$ cat config.mk
export PLATFORM = sky130hd
export DESIGN_NAME = reg_rename_file
export DESIGN_NICKNAME = d
export VERILOG_FILES = /design/src/rtl/rrf_pkg.sv /design/src/rtl/rrf_prio_sel.sv /design/src/rtl/reg_rename_file.sv
export SDC_FILE = /design/constraint.sdc
export NUM_CORES = 1
export LEC_CHECK = 0
export CORE_UTILIZATION = 35
export CTS_CLUSTER_DIAMETER = 120
export DETAILED_ROUTE_END_ITERATION = 8
export DONT_BUFFER_PORTS = 1
export PLACE_DENSITY = 0.51
export SYNTH_ARGS = -nofsm -noshare
export SYNTH_HDL_FRONTEND = slang
export SYNTH_SLANG_ARGS = --single-unit
$ cat constraint.sdc
create_clock -name clk -period 10.74 [get_ports clk]
set_input_delay 2.148 -clock clk [delete_from_list [all_inputs] [get_ports clk]]
set_output_delay 2.148 -clock clk [all_outputs]
set_load 0.03 [all_outputs]
$ cat src/rtl/rrf_pkg.sv
// rtl/rrf_pkg.sv - default parameters, entry width and rdata field offsets for reg_rename_file
package rrf_pkg;

  localparam int DEF_NREGS  = 8;
  localparam int DEF_DATA_W = 16;
  localparam int DEF_ROB_W  = 6;
  localparam int DEF_NRD    = 8;
  localparam int DEF_NREN   = 4;
  localparam int DEF_NWB    = 3;

  // Each read word is {data, busy, tag}, tag in the low bits.
  localparam int TAG_LSB  = 0;
  localparam int BUSY_BIT = DEF_ROB_W;
  localparam int DATA_LSB = DEF_ROB_W + 1;

  function automatic int calc_rw(input int data_w, input int rob_w);
    return data_w + 1 + rob_w;
  endfunction

  function automatic int busy_bit(input int rob_w);
    return rob_w;
  endfunction

  function automatic int data_lsb(input int rob_w);
    return rob_w + 1;
  endfunction

endpackage

$ cat src/rtl/rrf_prio_sel.sv
// rtl/rrf_prio_sel.sv - per-register highest-index valid port select with payload
module rrf_prio_sel #(
  parameter int NPORT = 4,
  parameter int NREGS = 8,
  parameter int AW    = 3,
  parameter int PW    = 6
) (
  input  logic [NPORT-1:0]    i_en,
  input  logic [NPORT*AW-1:0] i_addr,
  input  logic [NPORT*PW-1:0] i_payload,
  output logic [NREGS-1:0]    o_hit,
  output logic [NREGS*PW-1:0] o_payload
);

  // Ascending scan: a later (higher) port overwrites an earlier one.
  always_comb begin
    o_hit     = '0;
    o_payload = '0;
    for (int p = 0; p < NPORT; p++) begin
      if (i_en[p]) begin
        o_hit[i_addr[p*AW +: AW]] = 1'b1;
        o_payload[int'(i_addr[p*AW +: AW])*PW +: PW] = i_payload[p*PW +: PW];
      end
    end
  end

endmodule

$ cat src/rtl/reg_rename_file.sv
// rtl/reg_rename_file.sv - register file with busy/tag rename state; RRF_WB_BYPASS_EN adds writeback bypass
module reg_rename_file
  import rrf_pkg::*;
#(
  parameter int NREGS  = DEF_NREGS,
  parameter int DATA_W = DEF_DATA_W,
  parameter int ROB_W  = DEF_ROB_W,
  parameter int NRD    = DEF_NRD,
  parameter int NREN   = DEF_NREN,
  parameter int NWB    = DEF_NWB,
  localparam int AW    = $clog2(NREGS),
  localparam int RW    = calc_rw(DATA_W, ROB_W)
) (
  input  logic                  clk,
  input  logic                  rst,
  input  logic [NRD*AW-1:0]     raddr,
  output logic [NRD*RW-1:0]     rdata,
  input  logic [NREN-1:0]       ren_en,
  input  logic [NREN*AW-1:0]    ren_addr,
  input  logic [NREN*ROB_W-1:0] ren_tag,
  input  logic [NWB-1:0]        wb_en,
  input  logic [NWB*AW-1:0]     wb_addr,
  input  logic [NWB*DATA_W-1:0] wb_data,
  input  logic [NWB*ROB_W-1:0]  wb_tag,
  input  logic                  flush,
  output logic [DATA_W-1:0]     trap_read
);

  localparam int L_BUSY = busy_bit(ROB_W);
  localparam int L_DATA = data_lsb(ROB_W);

  logic [DATA_W-1:0] r_data  [NREGS];
  logic [ROB_W-1:0]  r_tag   [NREGS];
  logic [NREGS-1:0]  r_busy;
  logic [AW-1:0]     r_raddr [NRD];

  logic [NREGS-1:0]        w_ren_hit;
  logic [NREGS*ROB_W-1:0]  w_ren_tag;
  logic [NREGS-1:0]        w_wb_hit;
  logic [NREGS*DATA_W-1:0] w_wb_data;
  logic [NREGS-1:0]        w_tag_match;
  logic [NREGS-1:0]        w_clr;

  rrf_prio_sel #(.NPORT(NREN), .NREGS(NREGS), .AW(AW), .PW(ROB_W)) u_ren_sel (
    .i_en(ren_en), .i_addr(ren_addr), .i_payload(ren_tag),
    .o_hit(w_ren_hit), .o_payload(w_ren_tag)
  );

  rrf_prio_sel #(.NPORT(NWB), .NREGS(NREGS), .AW(AW), .PW(DATA_W)) u_wb_sel (
    .i_en(wb_en), .i_addr(wb_addr), .i_payload(wb_data),
    .o_hit(w_wb_hit), .o_payload(w_wb_data)
  );

  // Any writeback port carrying the stored tag may retire the producer, not only the data winner.
  always_comb begin
    w_tag_match = '0;
    for (int j = 0; j < NWB; j++) begin
      if (wb_en[j] && (wb_tag[j*ROB_W +: ROB_W] == r_tag[wb_addr[j*AW +: AW]]))
        w_tag_match[wb_addr[j*AW +: AW]] = 1'b1;
    end
  end

  assign w_clr = r_busy & w_tag_match & ~w_ren_hit;

  always_ff @(posedge clk) begin
    if (rst) begin
      for (int r = 0; r < NREGS; r++) begin
        r_data[r] <= '0;
        r_tag[r]  <= '0;
      end
      for (int i = 0; i < NRD; i++) r_raddr[i] <= '0;
      r_busy <= '0;
    end else begin
      for (int i = 0; i < NRD; i++) r_raddr[i] <= raddr[i*AW +: AW];
      for (int r = 0; r < NREGS; r++) begin
        if (w_wb_hit[r]) r_data[r] <= w_wb_data[r*DATA_W +: DATA_W];
        if (w_ren_hit[r] && !flush) r_tag[r] <= w_ren_tag[r*ROB_W +: ROB_W];
      end
      r_busy <= flush ? '0 : ((r_busy | w_ren_hit) & ~w_clr);
    end
  end

  always_comb begin
    logic [AW-1:0]     w_a;
    logic [DATA_W-1:0] w_rd_data;
    logic              w_rd_busy;
    rdata     = '0;
    w_a       = '0;
    w_rd_data = '0;
    w_rd_busy = 1'b0;
    for (int i = 0; i < NRD; i++) begin
      w_a       = r_raddr[i];
      w_rd_data = r_data[w_a];
      w_rd_busy = r_busy[w_a];
`ifdef RRF_WB_BYPASS_EN
      if (w_wb_hit[w_a]) begin
        w_rd_data = w_wb_data[int'(w_a)*DATA_W +: DATA_W];
        w_rd_busy = r_busy[w_a] & ~w_clr[w_a];
      end
`endif
      rdata[i*RW + TAG_LSB +: ROB_W]  = r_tag[w_a];
      rdata[i*RW + L_BUSY]            = w_rd_busy;
      rdata[i*RW + L_DATA +: DATA_W]  = w_rd_data;
    end
  end

  assign trap_read = r_data[0];

endmodule
Word level (Yosys, flattened, before mapping):

Memory sizes are Yosys's and may differ from the RTL's.
Index checks and enable logic that the tools add are counted.

* register bits after elaboration: 8
* memory bits (writable): 200
* input port bits: 145
* output and inout bits: 200
* logic and storage cells: 240
* memories: 3

* $add $sub $neg: 7
* multiply operators: 4
* magnitude comparators: 22
* equality and inequality tests: 3
* shifts and indexed selects: 14
* multiplexer cells: 127
* bitwise gates (word level): 39
* reductions and logical operators: 20

Memory list
* r_data: words 8, bits a word 16, rd ports 9, clocked after Yosys merged registers in 0, wr ports 8, RTL line reg_rename_file.sv:32 `logic [DATA_W-1:0] r_data [NREGS];`
* r_tag: words 8, bits a word 6, rd ports 11, clocked after Yosys merged registers in 0, wr ports 8, RTL line reg_rename_file.sv:33 `logic [ROB_W-1:0] r_tag [NREGS];`
* r_raddr: words 8, bits a word 3, rd ports 8, clocked after Yosys merged registers in 0, wr ports 8, RTL line reg_rename_file.sv:35 `logic [AW-1:0] r_raddr [NRD];`

Operators by type and width (count)
* 2-to-1 mux 128 bit: 3
* variable shift 16 x 33 -> 128 bit (first input constant): 3
* variable part select 16 x 33 -> 128 bit: 3
* bitwise mux 128 bit: 2
* 2-to-1 mux 48 bit: 4
* variable shift 6 x 33 -> 48 bit (first input constant): 4
* variable part select 6 x 33 -> 48 bit: 4
* bitwise mux 48 bit: 3
* negation 32 -> 33 bit: 4
* bitwise AND 128 bit: 1
* 2-to-1 mux 16 bit: 8
* negation 7 -> 33 bit: 3
* 2-to-1 mux 8 bit: 10
* 2-to-1 mux 1 bit: 66
* OR 8 bit: 8
* less-than comparator 3 x 4 -> 1 bit (second input constant): 15
* bitwise AND 48 bit: 1
* 2-to-1 mux 6 bit: 8
* bitwise AND 8 bit: 3
* binary-select mux 1 bit (select 3 bit): 8
* 2-to-1 mux 3 bit: 8
* OR 1 bit: 24
* demux 1 bit (select 3 bit): 7
* greater-or-equal comparator 3 x 1 -> 1 bit (second input constant): 7
* 6 further kinds: 29

Depth between registers and ports, before layout:

* depth after elaboration: 16
* gate-level depth with buffers: 17
* gate-level depth less buffers: 14

By module:

A second synthesis with hierarchy kept.

* cell total of the unflattened synthesis: 3149
* area, all modules: 31189.9 um2

By module, submodules not included
* reg_rename_file: instances 1, cells an instance 1393, area an instance 20158.1 um2, seq. area each 5925.7 um2
* rrf_prio_sel at u_ren_sel: instances 1, cells an instance 1033, area an instance 6562.5 um2, seq. area each 0.0 um2
* rrf_prio_sel at u_wb_sel: instances 1, cells an instance 723, area an instance 4469.3 um2, seq. area each 0.0 um2

Least setup slack after synthesis:

No wires, ideal clock.

* path type: input port to flip-flop
* start point: input ren_addr[9]
* end point: memory r_tag[4][2] in the netlist's numbering (data pin)
* setup time: 131 ps
* data arrival time: 5194 ps
* data required time: 10609 ps
* slack: 5414 ps
* cell stages on the path: 17
* path buffers: 3
* cell sequence: ha_1 inv_1 fa_1 xor2_1 buf_2 nand3_1 inv_1 ha_1 clkbuf_1 nand2_1 a41oi_1 and2_1 clkbuf_1 nor2b_1 nor3_1 a211oi_1 o31a_1

RTL lines
* from (decl): RTL line reg_rename_file.sv:19 `input logic [NREN*AW-1:0] ren_addr,`
* to (decl): RTL line reg_rename_file.sv:33

==> flow_metrics.tcl <==
set metrics [dict create \
    place_hpwl_um 106000 \
    fillerInstances 8132 \
    worstSkewPairLatency_ps 580 \
    max_freq_mhz 175 \
    final_common_cell "mux4_2" \
    cp_top_family "adder cells" \
    cts.reportedPaths.clkPinSlew_ps 60 \
    final_max_slew_viol_count 0 \
    fin_tns_setup_ps 0 \
    p_leak_nw 9.26 \
    vias 27600 \
    grt_pass1_vias 25900 \
    max-slew-margin-rel_pct 21.7 \
    cp_max_fo 31 \
    synth_edf_count 176 \
    synth_area_um2 29100 \
    worstSetupEndpointType "flop" \
    die_area_um2 84300 \
    grt_pass1_wl_um 203000 \
    firstDrtPassIters 8 \
    crit_path_cell_trace "ha_1 -> fa_1 -> xor2_1 -> nor2_1 -> ha_1 -> nand2_1 -> a21oi_1 -> nand3_1 -> and4_1 -> o311ai_0 -> a21oi_1" \
    post_cts_buffers 0 \
    max_stage_delay_ps 740 \
    hp-class "flop to flop" \
    routed_via_density 7.48 \
    grt_max_degree 74 \
    tightest_slew_ps 1170 \
    slowest_stage "a21oi_1" \
    rsz0062_at_grt "no" \
    cts.path.max_buffers 3 \
    drc_errors 0 \
    drt_iter0_drc 3814 \
    cp-start-kind "input port" \
    critPathKind "input port to flop" \
    post-route-period-util_pct 53.3 \
    synth-seq-cells 208 \
    synth_cell_types 94 \
    fin_skew_ps 19.7 \
    htreeDepth 1 \
    final_layout_size_suffix_gt1_share_pct 27.8 \
    required_ps 11050 \
    io_buffers 0 \
    post_cts_resized 0 \
    syn_avg_cell_area_um2 10.2 \
    num_io_pins 345 \
    maxCapViolations 0 \
    yosysWarnings 0 \
    start_util_pct 35.4 \
    final_cell_mix "mux4_2 (372), mux2_2 (202), nand2_1 (187), edfxtp_1 (176), nor2_1 (155)" \
    nets 2800 \
    p_per_area_nw_per_um2 116 \
    cts_sinks 208 \
    synth_seq_area_share_pct 20.4 \
    async_flop_share_pct 0 \
    synth_ff_type "edfxtp_1" \
    status "complete, no violations" \
    antenna_left 0 \
    antenna_cells 0 \
    gp_congestion 0.980 \
    synth_fp_nets 3052 \
    cts_made_buffers 26 \
    die_height_um 290 \
    syn2layout_area_growth_pct 4.77 \
    wl_per_cell_um 38.8 \
    cp.buffers_inverters 0 \
    syn_inst 2850 \
    critPathArrivalTime_ps 6040 \
    grtUsageTotal_pct 32.8 \
    setup_viol 0 \
    tritoncts "yes" \
    ir_drop_mv 0.110 \
    hold_slack_ps 658 \
    num_rows 105 \
    finalCriticalPeriod_ps 5730 \
    root_buffer "clkbuf_16" \
    wl_um 143000 \
    antenna_found_initial 10 \
    die_x_um 290 \
    grt_overflow 0 \
    hold_buffers 0 \
    core_um2 82200 \
    final_hold_viol_count 0 \
]
tightest hold or removal path: cells and delay by family (launching register included):
family         cells  cell delay [ps]
AO/OA/AOI/OAI      2              190
flip-flops         1              430
through the flow:
step / std cells / utilization (%) / area (µm²) / worst slack [ps] / total power (W)
finish: 3688 / 37.1 / 30500 / 5010 / 0.00355
global route: 3688 / 37.1 / 30500 / 4780 / 0.00364
CTS: 3688 / 37.1 / 30500 / 5090 / 0.00352
detailed placement: 3640 / 36.1 / 29700 / 4470 / 0.00263
global placement: 3640 / 36.1 / 29700 / 4490 / 0.00261
floorplan: 2850 / - / 29100 / 5410 / 0.00222
cell families (layout without fill, tap and decap cells):
logic type      count (synthesis)  after routing  share of synthesized area, %
compound gates                725            725                          18.2
xor+xnor                       36             36                          1.16
fa+ha+maj                      57             57                          2.55
buf+inv                       393            161                          5.35
flops                         208            208                          20.4
mux                           625            625                          38.4
simple gates                  806            806                          14.1
layer usage:
metal	global-route usage, %	wire length, µm	share of wire, %
met5	0	64	0.045
met3	9.77	17900	13
met2	52.1	65400	46
met4	8.81	4360	3.0
met1	43.3	55300	39
cell usage after synthesis (all sizes together) (6+ instances only):
master | count | share of area (%)
a21oi | 125 | 2.2
inv | 54 | 0.70
a32oi | 66 | 2.0
nand2 | 187 | 2.4
a221oi | 55 | 1.7
nand4 | 40 | 0.86
nand3b | 13 | 0.34
mux2 | 205 | 7.9
mux2i | 48 | 1.7
nor3 | 90 | 1.6
a311oi | 7 | 0.21
and3 | 26 | 0.58
mux4 | 372 | 29
or2 | 9 | 0.19
xor2 | 11 | 0.36
a22o | 8 | 0.24
o211ai | 14 | 0.36
nor2 | 157 | 2.0
edfxtp | 176 | 18
clkbuf | 256 | 3.4
nor4b | 7 | 0.23
o22ai | 39 | 0.84
buf | 83 | 1.3
a21o | 10 | 0.26
a211o | 6 | 0.18
nor2b | 65 | 1.4
and2 | 25 | 0.54
nor3b | 13 | 0.35
nand3 | 86 | 1.5
nand2b | 34 | 0.73
o2bb2ai | 6 | 0.18
o21ai | 58 | 1.0
nor4 | 29 | 0.70
a32o | 25 | 0.86
a211oi | 130 | 3.4
xnor2 | 24 | 0.72
a31oi | 28 | 0.60
a22oi | 54 | 1.4
dfxtp | 32 | 2.2
o32ai | 7 | 0.21
o311ai | 12 | 0.36
or3 | 8 | 0.17
o221ai | 6 | 0.18
a41oi | 10 | 0.30
ha | 53 | 2.3
where the power goes:
group          internal (W)  switching, W  leakage [nW]
logic              0.000559      0.000898          6.82
clock network      0.000522      0.000380         0.421
registers          0.000948      0.000245          2.02
final cells by class:
| cell class | count | area (µm²) | area share, % |
|---|---|---|---|
| clock buffers | 35 | 726 | 2.38 |
| clock inverters | 13 | 121 | 0.398 |
| inverters | 54 | 203 | 0.664 |
| multi-input cells | 2249 | 21700 | 71.2 |
| flip-flops and latches | 208 | 5970 | 19.6 |
| well taps | 1070 | 1340 | 4.39 |
| repair buffers | 59 | 443 | 1.45 |
path summary, 6_finish.rpt:
kind         slack [ps]  cells past startpoint                         to                       from
max reg2reg        7560                      7       r_busy[6]$_SDFF_PP0_  r_tag[6][1]$_SDFFCE_PP0P_
min reg2reg         660                      2       r_busy[1]$_SDFF_PP0_       r_busy[1]$_SDFF_PP0_
max                5010                     11  r_tag[5][3]$_SDFFCE_PN0P_                ren_addr[3]
min                 660                      2       r_busy[1]$_SDFF_PP0_       r_busy[1]$_SDFF_PP0_
state kept, by name, indices dropped and copies added (netlist names):
register / count
r_data: 128
r_tag: 48
r_busy: 8
r_raddr: 24
Power figures use the tool's default switching activity.
